--- src/rtl/apb_req_pkg.sv ---
// ---------------------------------------------------------------------------
// apb_req_pkg
// Shared types and default sizing for the APB request master.
//   apb_state_t    : bus-sequencer state (IDLE, SETUP, ACCESS)
//   DEF_AW/DEF_DW  : default APB address / data widths
//   DEF_TO_CYCLES  : default ACCESS-phase timeout, used only when the
//                    design is built with APB_TIMEOUT_EN
// ---------------------------------------------------------------------------
package apb_req_pkg;

    typedef enum logic [1:0] {
        IDLE   = 2'd0,
        SETUP  = 2'd1,
        ACCESS = 2'd2
    } apb_state_t;

    localparam int DEF_AW        = 8;
    localparam int DEF_DW        = 8;
    localparam int DEF_TO_CYCLES = 16;

endpackage

--- src/rtl/rr_arbiter.sv ---
// ---------------------------------------------------------------------------
// rr_arbiter
// Round-robin arbiter. Priority starts at the index just after the last
// grant and wraps modulo NREQ. The grant is combinational; the last-grant
// pointer only moves when i_en is high.
// Ports:
//   i_clk, i_rst_n : clock, asynchronous active-low reset
//   i_req  [NREQ]  : request vector
//   i_en           : commit strobe, loads the pointer with o_idx
//   o_gnt  [NREQ]  : one-hot grant (all zero when nothing is requested)
//   o_idx  [IW]    : index of the granted requester
//   o_vld          : at least one request present
// ---------------------------------------------------------------------------
module rr_arbiter #(
    parameter  int NREQ = 2,
    localparam int IW   = (NREQ > 1) ? $clog2(NREQ) : 1
) (
    input  logic            i_clk,
    input  logic            i_rst_n,
    input  logic [NREQ-1:0] i_req,
    input  logic            i_en,
    output logic [NREQ-1:0] o_gnt,
    output logic [IW-1:0]   o_idx,
    output logic            o_vld
);

    logic [IW-1:0]   r_ptr;
    logic [NREQ-1:0] w_gnt;
    logic [IW-1:0]   w_idx;
    logic            w_vld;

    // First pass covers indices above the pointer, second pass wraps
    // around to the pointer itself, giving the modulo-NREQ search order.
    always_comb begin
        w_gnt = '0;
        w_idx = '0;
        w_vld = 1'b0;
        for (int i = 0; i < NREQ; i++) begin
            if (!w_vld && (i > int'(r_ptr)) && i_req[i]) begin
                w_vld    = 1'b1;
                w_gnt[i] = 1'b1;
                w_idx    = IW'(i);
            end
        end
        for (int i = 0; i < NREQ; i++) begin
            if (!w_vld && (i <= int'(r_ptr)) && i_req[i]) begin
                w_vld    = 1'b1;
                w_gnt[i] = 1'b1;
                w_idx    = IW'(i);
            end
        end
    end

    // Pointer resets to NREQ-1 so requester 0 wins the first arbitration.
    always_ff @(posedge i_clk or negedge i_rst_n) begin
        if (!i_rst_n) begin
            r_ptr <= IW'(NREQ - 1);
        end else if (i_en) begin
            r_ptr <= w_idx;
        end
    end

    assign o_gnt = w_gnt;
    assign o_idx = w_idx;
    assign o_vld = w_vld;

endmodule

--- src/rtl/apb_req_master.sv ---
// ---------------------------------------------------------------------------
// apb_req_master
// Sequences one shared APB bus for NREQ local requesters: round-robin
// arbitration, SETUP/ACCESS phases, pready wait states, read-data return
// and a one-cycle ack back to the served requester. All outputs registered.
// Optional build macro: APB_TIMEOUT_EN -- bounds the ACCESS phase to
// TO_CYCLES cycles and reports expiry through err. Without it err is 0.
// Ports:
//   pclk, prst          : clock, asynchronous active-low reset
//   req/wr  [NREQ]      : per-requester request and direction (1 = write)
//   addr    [NREQ*AW]   : per-requester address, requester i at [i*AW +: AW]
//   wdata   [NREQ*DW]   : per-requester write data, same packing
//   ack     [NREQ]      : one-cycle completion pulse
//   rdata   [DW], err   : read data / error, valid with ack
//   psel, pen, pwrite, paddr, pwdata : APB master outputs
//   pready, prdata      : APB slave response
// ---------------------------------------------------------------------------
module apb_req_master
    import apb_req_pkg::*;
#(
    parameter int NREQ      = 2,
    parameter int AW        = DEF_AW,
    parameter int DW        = DEF_DW,
    parameter int TO_CYCLES = DEF_TO_CYCLES
) (
    input  logic               pclk,
    input  logic               prst,
    input  logic [NREQ-1:0]    req,
    input  logic [NREQ-1:0]    wr,
    input  logic [NREQ*AW-1:0] addr,
    input  logic [NREQ*DW-1:0] wdata,
    output logic [NREQ-1:0]    ack,
    output logic [DW-1:0]      rdata,
    output logic               err,
    output logic               psel,
    output logic               pen,
    output logic               pwrite,
    output logic [AW-1:0]      paddr,
    output logic [DW-1:0]      pwdata,
    input  logic               pready,
    input  logic [DW-1:0]      prdata
);

    localparam int IW = (NREQ > 1) ? $clog2(NREQ) : 1;

    if (NREQ < 2 || NREQ > 8 || TO_CYCLES < 1) begin : g_bad_param
        $error("apb_req_master: NREQ must be 2..8 and TO_CYCLES >= 1");
    end

    apb_state_t      r_state;
    logic            r_psel;
    logic            r_pen;
    logic            r_pwrite;
    logic [AW-1:0]   r_paddr;
    logic [DW-1:0]   r_pwdata;
    logic [NREQ-1:0] r_ack;
    logic [DW-1:0]   r_rdata;
    logic [NREQ-1:0] r_gnt;

    logic [NREQ-1:0] w_elig;
    logic [NREQ-1:0] w_gnt;
    logic [IW-1:0]   w_idx;
    logic            w_vld;
    logic            w_en;

`ifdef APB_TIMEOUT_EN
    localparam int CW = $clog2(TO_CYCLES + 1);
    logic          r_err;
    logic [CW-1:0] r_cnt;
`endif

    // The requester being acked still has req high this cycle; mask it so
    // the same request is not granted twice.
    assign w_elig = req & ~r_ack;
    assign w_en   = (r_state == IDLE) && w_vld;

    rr_arbiter #(
        .NREQ (NREQ)
    ) u_arb (
        .i_clk   (pclk),
        .i_rst_n (prst),
        .i_req   (w_elig),
        .i_en    (w_en),
        .o_gnt   (w_gnt),
        .o_idx   (w_idx),
        .o_vld   (w_vld)
    );

    // The APB output registers double as the request latch: they are loaded
    // at grant and held through SETUP and ACCESS.
    always_ff @(posedge pclk or negedge prst) begin
        if (!prst) begin
            r_state  <= IDLE;
            r_psel   <= 1'b0;
            r_pen    <= 1'b0;
            r_pwrite <= 1'b0;
            r_paddr  <= '0;
            r_pwdata <= '0;
            r_ack    <= '0;
            r_rdata  <= '0;
            r_gnt    <= '0;
`ifdef APB_TIMEOUT_EN
            r_err    <= 1'b0;
            r_cnt    <= '0;
`endif
        end else begin
            r_ack <= '0;
`ifdef APB_TIMEOUT_EN
            r_err <= 1'b0;
`endif
            case (r_state)
                IDLE: begin
                    if (w_vld) begin
                        r_gnt    <= w_gnt;
                        r_psel   <= 1'b1;
                        r_pen    <= 1'b0;
                        r_pwrite <= wr[w_idx];
                        r_paddr  <= addr[int'(w_idx)*AW +: AW];
                        r_pwdata <= wr[w_idx] ? wdata[int'(w_idx)*DW +: DW] : '0;
                        r_state  <= SETUP;
                    end
                end
                SETUP: begin
                    r_pen   <= 1'b1;
                    r_state <= ACCESS;
`ifdef APB_TIMEOUT_EN
                    r_cnt   <= '0;
`endif
                end
                ACCESS: begin
                    // pready wins over an expiring count in the same cycle.
                    if (pready) begin
                        r_psel  <= 1'b0;
                        r_pen   <= 1'b0;
                        r_ack   <= r_gnt;
                        r_state <= IDLE;
                        if (!r_pwrite) begin
                            r_rdata <= prdata;
                        end
                    end
`ifdef APB_TIMEOUT_EN
                    else if (r_cnt == CW'(TO_CYCLES - 1)) begin
                        r_psel  <= 1'b0;
                        r_pen   <= 1'b0;
                        r_ack   <= r_gnt;
                        r_err   <= 1'b1;
                        r_rdata <= '0;
                        r_state <= IDLE;
                    end else begin
                        r_cnt <= r_cnt + 1'b1;
                    end
`endif
                end
                default: r_state <= IDLE;
            endcase
        end
    end

    assign psel   = r_psel;
    assign pen    = r_pen;
    assign pwrite = r_pwrite;
    assign paddr  = r_paddr;
    assign pwdata = r_pwdata;
    assign ack    = r_ack;
    assign rdata  = r_rdata;
`ifdef APB_TIMEOUT_EN
    assign err    = r_err;
`else
    assign err    = 1'b0;
`endif

endmodule

--- config.mk ---
export PLATFORM = sky130hd
export DESIGN_NAME = apb_req_master
export DESIGN_NICKNAME = d
export VERILOG_FILES = /design/src/rtl/apb_req_pkg.sv /design/src/rtl/rr_arbiter.sv /design/src/rtl/apb_req_master.sv
export SDC_FILE = /design/constraint.sdc
export NUM_CORES = 1
export LEC_CHECK = 0
export ABC_CLOCK_PERIOD_IN_PS = 1400
export CORE_UTILIZATION = 35
export CTS_CLUSTER_DIAMETER = 30
export DETAILED_ROUTE_END_ITERATION = 16
export PLACE_DENSITY = 0.86
export SYNTH_ARGS = -nofsm -noshare
export SYNTH_HDL_FRONTEND = slang
export SYNTH_SLANG_ARGS = --single-unit
--- constraint.sdc ---
create_clock -name pclk -period 1.4 [get_ports pclk]
set_input_delay 0.42 -clock pclk [delete_from_list [all_inputs] [get_ports pclk]]
set_output_delay 0.42 -clock pclk [all_outputs]
set_load 0.02 [all_outputs]
After elaboration in Yosys (flattened, before gate mapping)
Cells that the tools add are included.
Widths: inputs -> output; s select.
{"block": "word_totals", "reg_bits": 34, "input_bits": 47, "output_inout_bits": 30, "elab_cells": 57}
{"block": "op_classes", "order_cmp": 3, "eq_ne": 4, "shifts": 2, "muxes": 20, "bitwise": 3, "n_reduce_logical": 15}
{"op": "$shiftx 16x5->8", "n": 2}
{"op": "$mux 1", "n": 12}
{"op": "$reduce_and 3->1", "n": 3}
{"op": "$mux 2", "n": 4}
{"op": "$mux 8", "n": 1}
{"op": "$pmux 2 s3", "n": 1}
{"op": "$logic_and 1x1->1", "n": 5}
{"op": "$ne 2x2->1 const B", "n": 2}
{"op": "$reduce_and 2->1", "n": 2}
{"op": "$pmux 1 s3", "n": 1}
{"op": "$reduce_bool 3->1", "n": 1}
{"op": "$and 2x2->2", "n": 1}
{"op": "$eq 2x1->1 const B", "n": 1}
{"op": "$eq 2x2->1 const B", "n": 1}
{"op": "$logic_not 1->1", "n": 2}
{"op": "$logic_not 2->1", "n": 1}
{"op": "$lt 1x2->1 const B", "n": 1}
{"op": "$not 2->2", "n": 1}
{"op": "$pmux 1 s2", "n": 1}
{"op": "$reduce_bool 2->1", "n": 1}
{"op": "$gt 1x1->1 const A", "n": 1}
{"op": "$le 1x1->1 const A", "n": 1}
{"op": "$not 1->1", "n": 1}

Logic depth before layout (Yosys ltp)
{"block": "depth", "word_depth": 14, "depth_mapped": 5, "ltp_nobuf": 4}

Cells and area by module
Synthesis repeated with hierarchy kept, for this count alone.
{"block": "unflattened", "hier_cells": 133, "hier_area_um2": 1529.0}
{"module": "apb_req_master", "instances": 1, "cells_per_inst": 126, "area_per_inst_um2": 1451.4, "seq_area_each_um2": 825.8}
{"module": "rr_arbiter", "instances": 1, "cells_per_inst": 7, "area_per_inst_um2": 77.6, "seq_area_each_um2": 26.3}

Worst setup path before layout
Ideal clock, no wire load.
{"block": "synth_timing", "kind": "flip-flop to flip-flop", "start": "register r_ack[0], in the netlist ack[0]", "end": "register r_pwdata[0], in the netlist pwdata[0]", "setup_time_ns": 0.126, "arrival_ns": 1.202, "required_ns": 1.274, "path_slack_ns": 0.072, "stages_incl_launch_ff": 6, "n_path_buf": 1, "synth_period_minus_slack_ns": 1.328, "path_cell_list": "dfrtp_1 > nand3b_4 > and3_1 > buf_4 > a22oi_1 > a21oi_1"}
{"block": "synth_via", "elab_chain_cells": 11, "elab_cells_between_ends": 15, "classes_between": "1 x shift; 7 x mux; 2 x bitwise; 5 x reduce/logical"}
{"element": "start, declared", "line_no": "apb_req_master.sv:56", "rtl": "logic [NREQ-1:0] r_ack;"}
{"element": "start signal, assigned", "line_no": "apb_req_master.sv:135", "rtl": "r_ack <= r_gnt;"}
{"element": "$not 2->2 (*)", "line_no": "apb_req_master.sv:74", "rtl": "assign w_elig = req & ~r_ack;"}
{"element": "$and 2x2->2 (*)", "line_no": "apb_req_master.sv:74"}
{"element": "$logic_and 1x1->1 (*)", "line_no": "rr_arbiter.sv:46", "rtl": "if (!w_vld && (i <= int'(r_ptr)) && i_req[i]) begin"}
{"element": "branches (longest 8 deep; another with $shiftx 16x5->8)"}
{"element": "end signal, assigned", "line_no": "apb_req_master.sv:119", "rtl": "r_pwdata <= wr[w_idx] ? wdata[int'(w_idx)*DW +: DW] : '0;"}
{"element": "end, declared", "line_no": "apb_req_master.sv:55", "rtl": "logic [DW-1:0] r_pwdata;"}
Mark *: on every way between the ends. The select of a mux whose other input is x is not followed.
A chain may end at the register's enable or synchronous reset.

Worst setup path in the final report
{"block": "layout_timing", "start": "register r_pwdata[1], in the netlist pwdata[1]", "end": "output port pwdata[1]"}
{"element": "end, declared", "line_no": "apb_req_master.sv:39", "rtl": "output logic [DW-1:0] pwdata,"}
No word-level cell between the ends.

==> impl_metrics.yaml <==
final_layout:
  area_growth_pct: 64.6
  nNetsFinal: 271
  final_util_pct: 60.7
  n_antenna_cell: 0
  layout_commonest_cell: "clkdlybuf4s50_1"
  layout_common_cells: "clkdlybuf4s50_1 (42), dfrtp_1 (33), nor2_1 (23)"
  drive_gt1_share_pct: 25.6
power_and_ir_drop:
  switching_share_pct: 39.2
  leakage_nw: 1.12
  pwr-share-seq_pct: 35.4
  pwr-share-comb_pct: 50.5
  ir_worst_vdd_mv: 1.04
  power_frac_clock_pct: 14.1
  p_per_area_nw_per_um2: 2010
  p_sw_mw: 1.95
  p_int_mw: 3.01
global_route:
  grt_max_degree: 22
  grt_overflow: 0
  grt_pass1_wl_mm: 5.55
  grtUsageMet1_pct: 20.5
  grt_pass1_vias: 1243
  top_usage_layer: "met2"
  grtUsageMet2_pct: 27.6
  antenna_found_initial: 0
  grt_usage_pct: 16.6
  met3_usage_pct: 5.07
worst_setup_path:
  max_stage_delay_ps: 390
  critPathLaunchType: "flip-flop"
  r2r_cells: 6
  critPathKind: "reg2out"
  cp_max_fo: 2
  path_buf_inv: 1
  crit_cells: 1
  cp_cell_sequence: "clkdlybuf4s15_1"
  path_delay_family: "flip-flops"
  endpoint_kind: "primary output"
  cp.required_ps: 980
  cp.arrival_ps: 950
  crit_path_top_delay_cell: "dfrtp_1"
drt:
  wl_per_cell_um: 13.2
  finalWirelength_mm: 3.62
  firstDrtPassIters: 4
  vias_per_cell: 4.83
  drt_iter0_markers: 77
  vias: 1318
  drtAntennaViolNets: 0
  drcViolationCount: 0
clock_tree:
  clkSinkCount: 34
  cts_inserted_buffers: 5
  postCtsHoldBufs: 0
  clk_latency_ps: 270
  clk_pin_slew_ps: 60
  cts_tree: "done"
  ctsLongestPathBuffers: 2
  cts-root-buf: "clkbuf_8"
  htree_num_levels: 2
floorplanning:
  die_area_um2: 4540
  fp.dieH_um: 67.4
  core_um2: 4060
  die_x_um: 67.4
  ios: 77
  rows: 23
  initial_utilization_pct: 36.9
synth:
  ys_seq_area_share_pct: 56.9
  yosys_warnings: 0
  synth_fa_ha_area_share_pct: 0
  synth_area_leader_cell: "dfrtp_1"
  synth_top_family_by_area: "simple AND/OR/NAND/NOR gates"
  synth_fp_nets: 183
  syn_inst: 136
  ys_ff_latch: 34
  avgSynthCellArea_um2: 11.0
  synthSimpleGateAreaFrac_pct: 17.1
  synth_top_area_share_pct: 55.2
  syn_area_um2: 1500
  synth_compound_area_share_pct: 15.1
  synthDistinctLibCells: 26
  yosys-top-cells-area: "dfrtp_1 (55%), mux2_2 (6.8%), nor2_1 (5.8%)"
  synth.area.mux_share_pct: 6.77
  synth_xor_xnor_area_share_pct: 0
placed_design:
  port_buffers: 75
  gp_congestion: 0.709
  hpwl_mm: 2.57
job:
  maxCapViolCount: 0
sta:
  finalClockSkew_ps: 1.83
  hold_ws_ps: 80.1
  setup_viol: 0
  max_freq_mhz: 730
  period_share_pct: 97.9
  hold_viol: 0
  min_period_ps: 1370
  maxSlewViolCount: 0
  rsz0062_at_grt: "yes"
run_status:
  outcome: "finished, final reports clean"
hold_path:
  hp-class: "in2async"
==> power by group through the flow <==
stage / Combinational [mW] / Clock [mW] / Sequential, mW
after floorplan: 0.911 / 0 / 2.27
after global placement: 2.70 / 0 / 1.74
after detailed placement: 2.75 / 0 / 1.77
after CTS: 2.59 / 0.720 / 1.76
after global routing: 2.71 / 0.752 / 1.82
final: 2.50 / 0.700 / 1.76
==> synthesized netlist by cell type <==
library cell,n
a21boi_4,1
a21o_1,1
buf_2,4
conb_1,1
dfrtp_1,33
nand3b_4,2
nand2_4,1
nor2_1,23
a22oi_1,8
mux2_2,9
nor2_8,1
nand2_1,16
and2_1,1
nor2b_4,1
buf_4,3
inv_1,4
a21oi_1,9
nor2b_1,1
or3_1,1
o21a_1,1
and3_1,1
o21ai_0,3
a211oi_2,1
a31oi_1,8
o21a_2,1
dfstp_2,1
==> cell type report <==
class / count / area (um^2)
fillers: 367 / 1590
flip-flops and latches: 34 / 852
repair buffers: 86 / 813
multi-input cells: 93 / 638
clock buffers: 6 / 82.6
well taps: 50 / 62.6
inverters: 4 / 15.0
==> path summary, 6_finish.rpt <==
kind	startpoint	endpoint	slack, ps
setup reg to reg	ack[0]	paddr[3]	60
max in group asynchronous	prst	paddr[3]	880
hold reg to reg	psel	psel	480
setup / recovery	pwdata[1]	pwdata[1]	30
hold / removal	prst	ack[1]	80
min in group pclk	psel	psel	480
==> per-stage QoR <==
stage          TNS (ps)  total power [mW]  std cells  setup slack, ps  area, um^2
6_report              0              4.96        273             30.0        2460
5_1_grt           -13.3              5.29        273            -9.03        2460
4_1_cts               0              5.07        273            0.260        2510
3_5_place_dp     -11490              4.52        264             -466        2390
3_3_place_gp     -10340              4.45        264             -391        2390
2_1_floorplan         0              3.18        136             72.4        1500
==> repair_timing <==
item | in CTS | in global routing
cloned | 2 | 0
pin swaps | 5 | 1
buffers inserted | 1 | 0
gates resized for setup | 61 | 25
endpoints found under the setup margin | 56 | 34
==> cells by family (layout without fill, tap and decap cells) <==
logic type      after synthesis  count (layout)
flops                        34              34
mux                           9               9
compound gates               33              34
buf+inv                      11              96
simple gates                 48              49
other cells                   1               1
==> registers in the layout (all words and copies together) (netlist names) <==
| name | count |
|---|---|
| pwrite | 1 |
| u_arb.r_ptr | 1 |
| paddr | 8 |
| r_gnt | 2 |
| pwdata | 8 |
| psel | 1 |
| ack | 2 |
| r_state | 2 |
| pen | 1 |
| rdata | 8 |
==> layer usage <==
metal,share of wire [%],vias up
li1,-,641
met1,44,620
met2,49,54
met3,7.1,3
met4,0.39,0
met5,0,-
(Power assumes the default switching activity.)
